### config.mk
export PLATFORM = sky130hd
export DESIGN_NAME = lifo_stack_flat
export DESIGN_NICKNAME = d
export VERILOG_FILES = /design/src/rtl/lifo_pkg.sv /design/src/rtl/lifo_stack_if.sv /design/src/rtl/lifo_ram.sv /design/src/rtl/lifo_stack.sv /design/src/flat_wrapper.sv
export SDC_FILE = /design/constraint.sdc
export NUM_CORES = 1
export LEC_CHECK = 0
export BUFFER_PORTS_ARGS = -buffer_cell sky130_fd_sc_hd__buf_2
export CORE_MARGIN = 2
export CORE_UTILIZATION = 55
export CTS_BUF_LIST = sky130_fd_sc_hd__clkbuf_16
export CTS_CLUSTER_DIAMETER = 150
export CTS_CLUSTER_SIZE = 40
export DETAILED_ROUTE_END_ITERATION = 16
export PLACE_DENSITY = 0.76
export SLEW_MARGIN = 5
export SYNTH_ARGS = -nofsm -noshare
export SYNTH_HDL_FRONTEND = slang
export SYNTH_HIERARCHICAL = 1
export SYNTH_SLANG_ARGS = --single-unit
### constraint.sdc
create_clock -name clk -period 3.1 [get_ports clk]
set_input_delay 0.155 -clock clk [delete_from_list [all_inputs] [get_ports clk]]
set_output_delay 0.155 -clock clk [all_outputs]
set_load 0.1 [all_outputs]
### src/rtl/lifo_pkg.sv
// rtl/lifo_pkg.sv - shared op encoding and request decode for the LIFO stack
package lifo_pkg;

  typedef enum logic [1:0] {
    OP_IDLE,
    OP_PUSH,
    OP_POP,
    OP_SWAP
  } lifo_op_e;

  typedef struct packed {
    lifo_op_e op;
    logic     ovf;
    logic     unf;
  } lifo_dec_t;

  // Both enables while empty still store the data but flag the missing pop.
  function automatic lifo_dec_t lifo_decode(input logic wr_en, input logic rd_en,
                                            input logic empty, input logic full);
    lifo_dec_t d;
    d.op  = OP_IDLE;
    d.ovf = 1'b0;
    d.unf = 1'b0;
    if (wr_en && rd_en) begin
      if (empty) begin
        d.op  = OP_PUSH;
        d.unf = 1'b1;
      end else begin
        d.op = OP_SWAP;
      end
    end else if (wr_en) begin
      if (full) d.ovf = 1'b1;
      else      d.op  = OP_PUSH;
    end else if (rd_en) begin
      if (empty) d.unf = 1'b1;
      else       d.op  = OP_POP;
    end
    return d;
  endfunction

endpackage

### src/rtl/lifo_stack_if.sv
// rtl/lifo_stack_if.sv - request/response bundle between a LIFO user and the stack
interface lifo_stack_if #(
  parameter int DATA_WIDTH = 8,
  parameter int CNT_W      = 5
);
  logic [DATA_WIDTH-1:0] data_wr;
  logic                  wr_en;
  logic                  rd_en;
  logic                  clr_err;
  logic [DATA_WIDTH-1:0] data_rd;
  logic                  rd_valid;
  logic [DATA_WIDTH-1:0] peek_data;
  logic                  lifo_full;
  logic                  lifo_empty;
  logic                  lifo_almost_full;
  logic                  lifo_almost_empty;
  logic [CNT_W-1:0]      count;
  logic                  overflow;
  logic                  underflow;

  modport master (
    output data_wr, wr_en, rd_en, clr_err,
    input  data_rd, rd_valid, peek_data, lifo_full, lifo_empty,
           lifo_almost_full, lifo_almost_empty, count, overflow, underflow
  );

  modport slave (
    input  data_wr, wr_en, rd_en, clr_err,
    output data_rd, rd_valid, peek_data, lifo_full, lifo_empty,
           lifo_almost_full, lifo_almost_empty, count, overflow, underflow
  );
endinterface

### src/rtl/lifo_ram.sv
// rtl/lifo_ram.sv - unreset register array, one write port and two async read ports
module lifo_ram #(
  parameter int DATA_WIDTH = 8,
  parameter int DEPTH      = 16,
  parameter int AW         = 4
) (
  input  logic                  clk,
  input  logic                  we,
  input  logic [AW-1:0]         waddr,
  input  logic [DATA_WIDTH-1:0] wdata,
  input  logic [AW-1:0]         pop_addr,
  output logic [DATA_WIDTH-1:0] pop_data,
  input  logic [AW-1:0]         peek_addr,
  output logic [DATA_WIDTH-1:0] peek_data
);
  logic [DATA_WIDTH-1:0] mem_q [DEPTH];

  always_ff @(posedge clk) begin
    if (we) mem_q[waddr] <= wdata;
  end

  assign pop_data  = mem_q[pop_addr];
  assign peek_data = mem_q[peek_addr];
endmodule

### src/rtl/lifo_stack.sv
// rtl/lifo_stack.sv - parametrised LIFO with swap, peek, occupancy flags and sticky errors
module lifo_stack
  import lifo_pkg::*;
#(
  parameter int DATA_WIDTH = 8,
  parameter int DEPTH      = 16,
  parameter int AF_THRESH  = DEPTH - 2,
  parameter int AE_THRESH  = 2
) (
  input logic        clk,
  input logic        rst,
  lifo_stack_if.slave bus
);
  localparam int CNT_W = $clog2(DEPTH + 1);
  localparam int AW    = $clog2(DEPTH);

  // The occupancy count doubles as the stack pointer: next free slot.
  logic [CNT_W-1:0]      cnt_q, cnt_d;
  logic [DATA_WIDTH-1:0] data_rd_q, data_rd_d;
  logic                  rd_valid_q, rd_valid_d;
  logic                  ovf_q, ovf_d;
  logic                  unf_q, unf_d;

  logic                  empty, full;
  lifo_dec_t             dec;
  logic                  ram_we;
  logic [AW-1:0]         ram_waddr;
  logic [AW-1:0]         top_addr;
  logic [DATA_WIDTH-1:0] pop_data;
  logic [DATA_WIDTH-1:0] peek_data;

  assign empty    = (cnt_q == '0);
  assign full     = (cnt_q == CNT_W'(DEPTH));
  assign top_addr = AW'(cnt_q - CNT_W'(1));

  always_comb begin
    dec        = lifo_decode(bus.wr_en, bus.rd_en, empty, full);
    cnt_d      = cnt_q;
    data_rd_d  = data_rd_q;
    rd_valid_d = 1'b0;
    ovf_d      = bus.clr_err ? 1'b0 : ovf_q;
    unf_d      = bus.clr_err ? 1'b0 : unf_q;
    ram_we     = 1'b0;
    ram_waddr  = AW'(cnt_q);
    if (dec.ovf) ovf_d = 1'b1;
    if (dec.unf) unf_d = 1'b1;
    case (dec.op)
      OP_PUSH: begin
        ram_we = 1'b1;
        cnt_d  = cnt_q + CNT_W'(1);
      end
      OP_POP: begin
        data_rd_d  = pop_data;
        rd_valid_d = 1'b1;
        cnt_d      = cnt_q - CNT_W'(1);
      end
      OP_SWAP: begin
        data_rd_d  = pop_data;
        rd_valid_d = 1'b1;
        ram_we     = 1'b1;
        ram_waddr  = top_addr;
      end
      default: ;
    endcase
    // Reset must also suppress the storage write requested in the same cycle.
    if (rst) ram_we = 1'b0;
  end

  always_ff @(posedge clk) begin
    if (rst) begin
      cnt_q      <= '0;
      data_rd_q  <= '0;
      rd_valid_q <= 1'b0;
      ovf_q      <= 1'b0;
      unf_q      <= 1'b0;
    end else begin
      cnt_q      <= cnt_d;
      data_rd_q  <= data_rd_d;
      rd_valid_q <= rd_valid_d;
      ovf_q      <= ovf_d;
      unf_q      <= unf_d;
    end
  end

  lifo_ram #(
    .DATA_WIDTH(DATA_WIDTH),
    .DEPTH     (DEPTH),
    .AW        (AW)
  ) u_ram (
    .clk      (clk),
    .we       (ram_we),
    .waddr    (ram_waddr),
    .wdata    (bus.data_wr),
    .pop_addr (top_addr),
    .pop_data (pop_data),
    .peek_addr(top_addr),
    .peek_data(peek_data)
  );

  assign bus.data_rd           = data_rd_q;
  assign bus.rd_valid          = rd_valid_q;
  assign bus.peek_data         = peek_data;
  assign bus.count             = cnt_q;
  assign bus.lifo_empty        = empty;
  assign bus.lifo_full         = full;
  assign bus.lifo_almost_full  = (cnt_q >= CNT_W'(AF_THRESH));
  assign bus.lifo_almost_empty = (cnt_q <= CNT_W'(AE_THRESH));
  assign bus.overflow          = ovf_q;
  assign bus.underflow         = unf_q;
endmodule
### src/flat_wrapper.sv
// flat-port wrapper written by rule: the top's interface ports become plain ports
module lifo_stack_flat import lifo_pkg::*;
#(
  parameter int DATA_WIDTH = 8,
  parameter int DEPTH      = 16,
  parameter int AF_THRESH  = DEPTH - 2,
  parameter int AE_THRESH  = 2
)
  (clk, rst, bus_data_wr, bus_wr_en, bus_rd_en, bus_clr_err, bus_data_rd, bus_rd_valid, bus_peek_data, bus_lifo_full, bus_lifo_empty, bus_lifo_almost_full, bus_lifo_almost_empty, bus_count, bus_overflow, bus_underflow);
  lifo_stack_if #(.DATA_WIDTH(DATA_WIDTH)) bus_i ();
  input logic clk;
  input logic rst;
  input wire logic [$bits(bus_i.data_wr)-1:0] bus_data_wr;
  input wire logic [$bits(bus_i.wr_en)-1:0] bus_wr_en;
  input wire logic [$bits(bus_i.rd_en)-1:0] bus_rd_en;
  input wire logic [$bits(bus_i.clr_err)-1:0] bus_clr_err;
  output wire logic [$bits(bus_i.data_rd)-1:0] bus_data_rd;
  output wire logic [$bits(bus_i.rd_valid)-1:0] bus_rd_valid;
  output wire logic [$bits(bus_i.peek_data)-1:0] bus_peek_data;
  output wire logic [$bits(bus_i.lifo_full)-1:0] bus_lifo_full;
  output wire logic [$bits(bus_i.lifo_empty)-1:0] bus_lifo_empty;
  output wire logic [$bits(bus_i.lifo_almost_full)-1:0] bus_lifo_almost_full;
  output wire logic [$bits(bus_i.lifo_almost_empty)-1:0] bus_lifo_almost_empty;
  output wire logic [$bits(bus_i.count)-1:0] bus_count;
  output wire logic [$bits(bus_i.overflow)-1:0] bus_overflow;
  output wire logic [$bits(bus_i.underflow)-1:0] bus_underflow;
  assign bus_i.data_wr = bus_data_wr;
  assign bus_i.wr_en = bus_wr_en;
  assign bus_i.rd_en = bus_rd_en;
  assign bus_i.clr_err = bus_clr_err;
  assign bus_data_rd = bus_i.data_rd;
  assign bus_rd_valid = bus_i.rd_valid;
  assign bus_peek_data = bus_i.peek_data;
  assign bus_lifo_full = bus_i.lifo_full;
  assign bus_lifo_empty = bus_i.lifo_empty;
  assign bus_lifo_almost_full = bus_i.lifo_almost_full;
  assign bus_lifo_almost_empty = bus_i.lifo_almost_empty;
  assign bus_count = bus_i.count;
  assign bus_overflow = bus_i.overflow;
  assign bus_underflow = bus_i.underflow;
  lifo_stack #(.DATA_WIDTH(DATA_WIDTH), .DEPTH(DEPTH), .AF_THRESH(AF_THRESH), .AE_THRESH(AE_THRESH)) u_core (.clk(clk), .rst(rst), .bus(bus_i));
endmodule
==> flow_metrics.tcl <==
set metrics [dict create \
    outcome "finished, final reports clean" \
    slowest_delay_ns 0.63 \
    design.die.area_mm2 0.0136 \
    worstMarginPinSlew_ns 0.638 \
    hpwl_um 10300 \
    syn_area_mm2 0.00695 \
    chipWidth_um 116 \
    hold_path.startpoint "bus_wr_en" \
    gpl_wtd_cong 0.804 \
    final_net_count 467 \
    port_buffers 40 \
    cp-start-kind "flip-flop" \
    clk_path_buf_depth 2 \
    placement_rows 41 \
    yosys_warnings 6 \
    layout_min_cycle_time_ns 2.99 \
    clock-skew-final_ns 0.00507 \
    synth.ff_latch_count 144 \
    final_max_slew_viol_count 0 \
    r2r-start "u_core/bus.count[0]" \
    synth_largest_area_cell "sky130_fd_sc_hd__edfxtp_1" \
    post_synth_inst_count 401 \
    maxClockFrequency_mhz 335 \
    worstSetupPathType "reg2out" \
    h-tree-depth 4 \
    grt_pass1_wl_um 23800 \
    wl_per_cell_um 24.4 \
    final_design_area_no_fill_mm2 0.00810 \
    core_region_area_mm2 0.0125 \
    totalWireLength_um 15400 \
    reg2reg_to "u_core/u_ram/mem_q[10][7]" \
    tritoncts "yes" \
    routed-via-count 4119 \
    cp.buffers_inverters 3 \
    cp_cell_sequence "inv_8, buf_12, mux4_1, a22oi_1, nand2_1, clkbuf_4" \
    area_growth_pct 16.5 \
    final_layout_size_suffix_gt1_share_pct 34.8 \
    synth_largest_type_area_fraction_pct 55.3 \
    finalSetupViolations 0 \
    antenna_violating_nets_post_route 0 \
    clkLatencyLatePin_ns 0.42 \
    top_area_cells_in_the_synthesized_netlist "sky130_fd_sc_hd__edfxtp_1, sky130_fd_sc_hd__mux4_2, sky130_fd_sc_hd__mux4_1" \
    postSynth.topFlopCell "sky130_fd_sc_hd__edfxtp_1" \
    drc 0 \
    worstRegToRegCells 10 \
    top_level_ports 41 \
    reg2reg_setup_slack_ns 0.18 \
    slew_headroom_pct 57.4 \
    grt_pass1_vias 3992 \
    critPathRequiredTime_ns 2.94 \
    hold_depth 3 \
    grt_antenna_before_repair 0 \
    vias_per_cell 6.52 \
    drt-pass1-iter-count 6 \
    timing.critical_path.fanout_max 66 \
    grt_start_max_net_pins 67 \
    final-hold-violation-count 0 \
    synthDistinctLibCells 44 \
    number_of_flops_mapped_to_enable_cells_by_yosys 128 \
    syn_nets 420 \
    num_antenna_cells 0 \
    slowest_stage "sky130_fd_sc_hd__mux4_1" \
    post-synth-top-count-cell "sky130_fd_sc_hd__edfxtp_1" \
    cts-buffers-inserted 17 \
    ys_top_cells_by_count "sky130_fd_sc_hd__edfxtp_1, sky130_fd_sc_hd__mux4_2, sky130_fd_sc_hd__a22oi_1, sky130_fd_sc_hd__mux4_1, sky130_fd_sc_hd__nand2_1" \
    layout_worst_path_cycle_share_pct 96.4 \
    overflow 0 \
    rsz0062_at_grt "no" \
    path_delay_family "buffers and inverters" \
    cts_sinks 144 \
    die_h_um 116 \
    seq_area_frac_synth_pct 59.9 \
    floorplan.initialDensity_pct 55.8 \
    maxcap_viol_count 0 \
    detail_route.iter0.violations 413 \
    postSynth.asyncResetShare_pct 0 \
    avgSynthCellArea_um2 17.3 \
    cp_data_arrival_time_ns 2.83 \
    min-delay-path-class "in2reg" \
    placed_cell_area_mm2 0.00754 \
    timing.hold.worst_endpoint "u_core/bus.overflow" \
    clkTransAtPathRegs_ns 0.06 \
    global_route.usage.total_pct 25.1 \
    ctsRootBufferMaster "sky130_fd_sc_hd__clkbuf_16" \
    cts_setup_buffers 0 \
    end_kind "output port" \
]
[worst min-delay path, stage by stage]
cell and delay (ns):
sky130_fd_sc_hd__buf_2 0.09, sky130_fd_sc_hd__a32oi_1 0.09, sky130_fd_sc_hd__nor2_1 0.07
[worst max-delay path by stage]
stage                                    from                  endpoint  slack [ns]  cells after the start
after floorplan           u_core/bus.count[0]  u_core/u_ram/mem_q[0][0]       -0.52                     10
after global placement    u_core/bus.count[1]  u_core/u_ram/mem_q[0][7]        0.21                     10
after detailed placement  u_core/bus.count[0]  u_core/u_ram/mem_q[0][2]        0.15                     10
after CTS                 u_core/bus.count[0]          bus_peek_data[1]        0.06                      6
after global routing      u_core/bus.count[1]  u_core/u_ram/mem_q[7][0]        0.02                     11
final                     u_core/bus.count[0]          bus_peek_data[1]        0.11                      6
[timing repair]
action	CTS	global route
pin swaps	0	1
hold buffers	1	0
endpoints found under the setup margin	3	12
resized for setup	1	2
hold endpoints to repair	1	0
[cell type report]
| class | count | area [um^2] |
|---|---|---|
| clock buffers | 17 | 425 |
| flip-flops and latches | 144 | 4180 |
| well taps | 172 | 215 |
| inverters | 8 | 37.5 |
| repair buffers | 57 | 358 |
| multi-input cells | 220 | 2780 |
| clock inverters | 14 | 113 |
| fillers | 851 | 4370 |
[placed cells by master, fill, tap and decap left out, types with 4 or more instances in the layout]
master,instances
sky130_fd_sc_hd__dfxtp_1,11
sky130_fd_sc_hd__nand2_1,25
sky130_fd_sc_hd__buf_2,39
sky130_fd_sc_hd__nor2_1,10
sky130_fd_sc_hd__o21ai_0,9
sky130_fd_sc_hd__a21oi_1,11
sky130_fd_sc_hd__buf_4,14
sky130_fd_sc_hd__xnor2_1,4
sky130_fd_sc_hd__nor2b_1,4
sky130_fd_sc_hd__mux4_1,28
sky130_fd_sc_hd__nor2_4,13
sky130_fd_sc_hd__a22oi_1,32
sky130_fd_sc_hd__nor3_4,4
sky130_fd_sc_hd__edfxtp_1,128
sky130_fd_sc_hd__mux4_2,34
sky130_fd_sc_hd__clkbuf_16,17
sky130_fd_sc_hd__inv_1,12
[per-stage QoR]
stage / std cells / setup TNS [ns] / worst slack (ns) / hold slack (ns) / util (%)
after floorplan: 401 / -56.55 / -0.517 / 0.254 / -
after global placement: 600 / 0 / 0.208 / 0.408 / 60.5
after detailed placement: 600 / 0 / 0.152 / 0.431 / 60.5
after CTS: 632 / 0 / 0.0628 / 0.00888 / 64.9
after global routing: 632 / 0 / 0.0184 / 0.0386 / 65.0
final: 632 / 0 / 0.111 / 0.0178 / 65.0
[cells by family after synthesis]
group | after synthesis | share of synthesized area [%]
buffers and inverters | 37 | 3.62
adders and majority gates | 6 | 1.08
DFF | 144 | 59.9
muxes | 66 | 22.6
xor gates and xnor gates | 7 | 0.882
and+or+nand+nor | 78 | 5.78
AOI/OAI and AO/OA | 63 | 6.15
[flip-flops by register name, indices dropped and copies added (netlist names)]
register              count
u_core/bus.count          5
u_core/bus.underflow      1
u_core/u_ram/mem_q      128
u_core/bus.data_rd        8
u_core/bus.rd_valid       1
u_core/bus.overflow       1
[layer usage]
layer / routed length [um] / vias to the layer above / global-route usage [%]
li1: - / 1763 / -
met1: 6270 / 2117 / 34.9
met3: 1050 / 34 / 5.40
met2: 7650 / 205 / 39.1
met4: 465 / 0 / 10.7
met5: 0 / - / 0
Power is not shown: default switching activity piles up to over one toggle a cycle in this logic, so the estimate is an artifact.
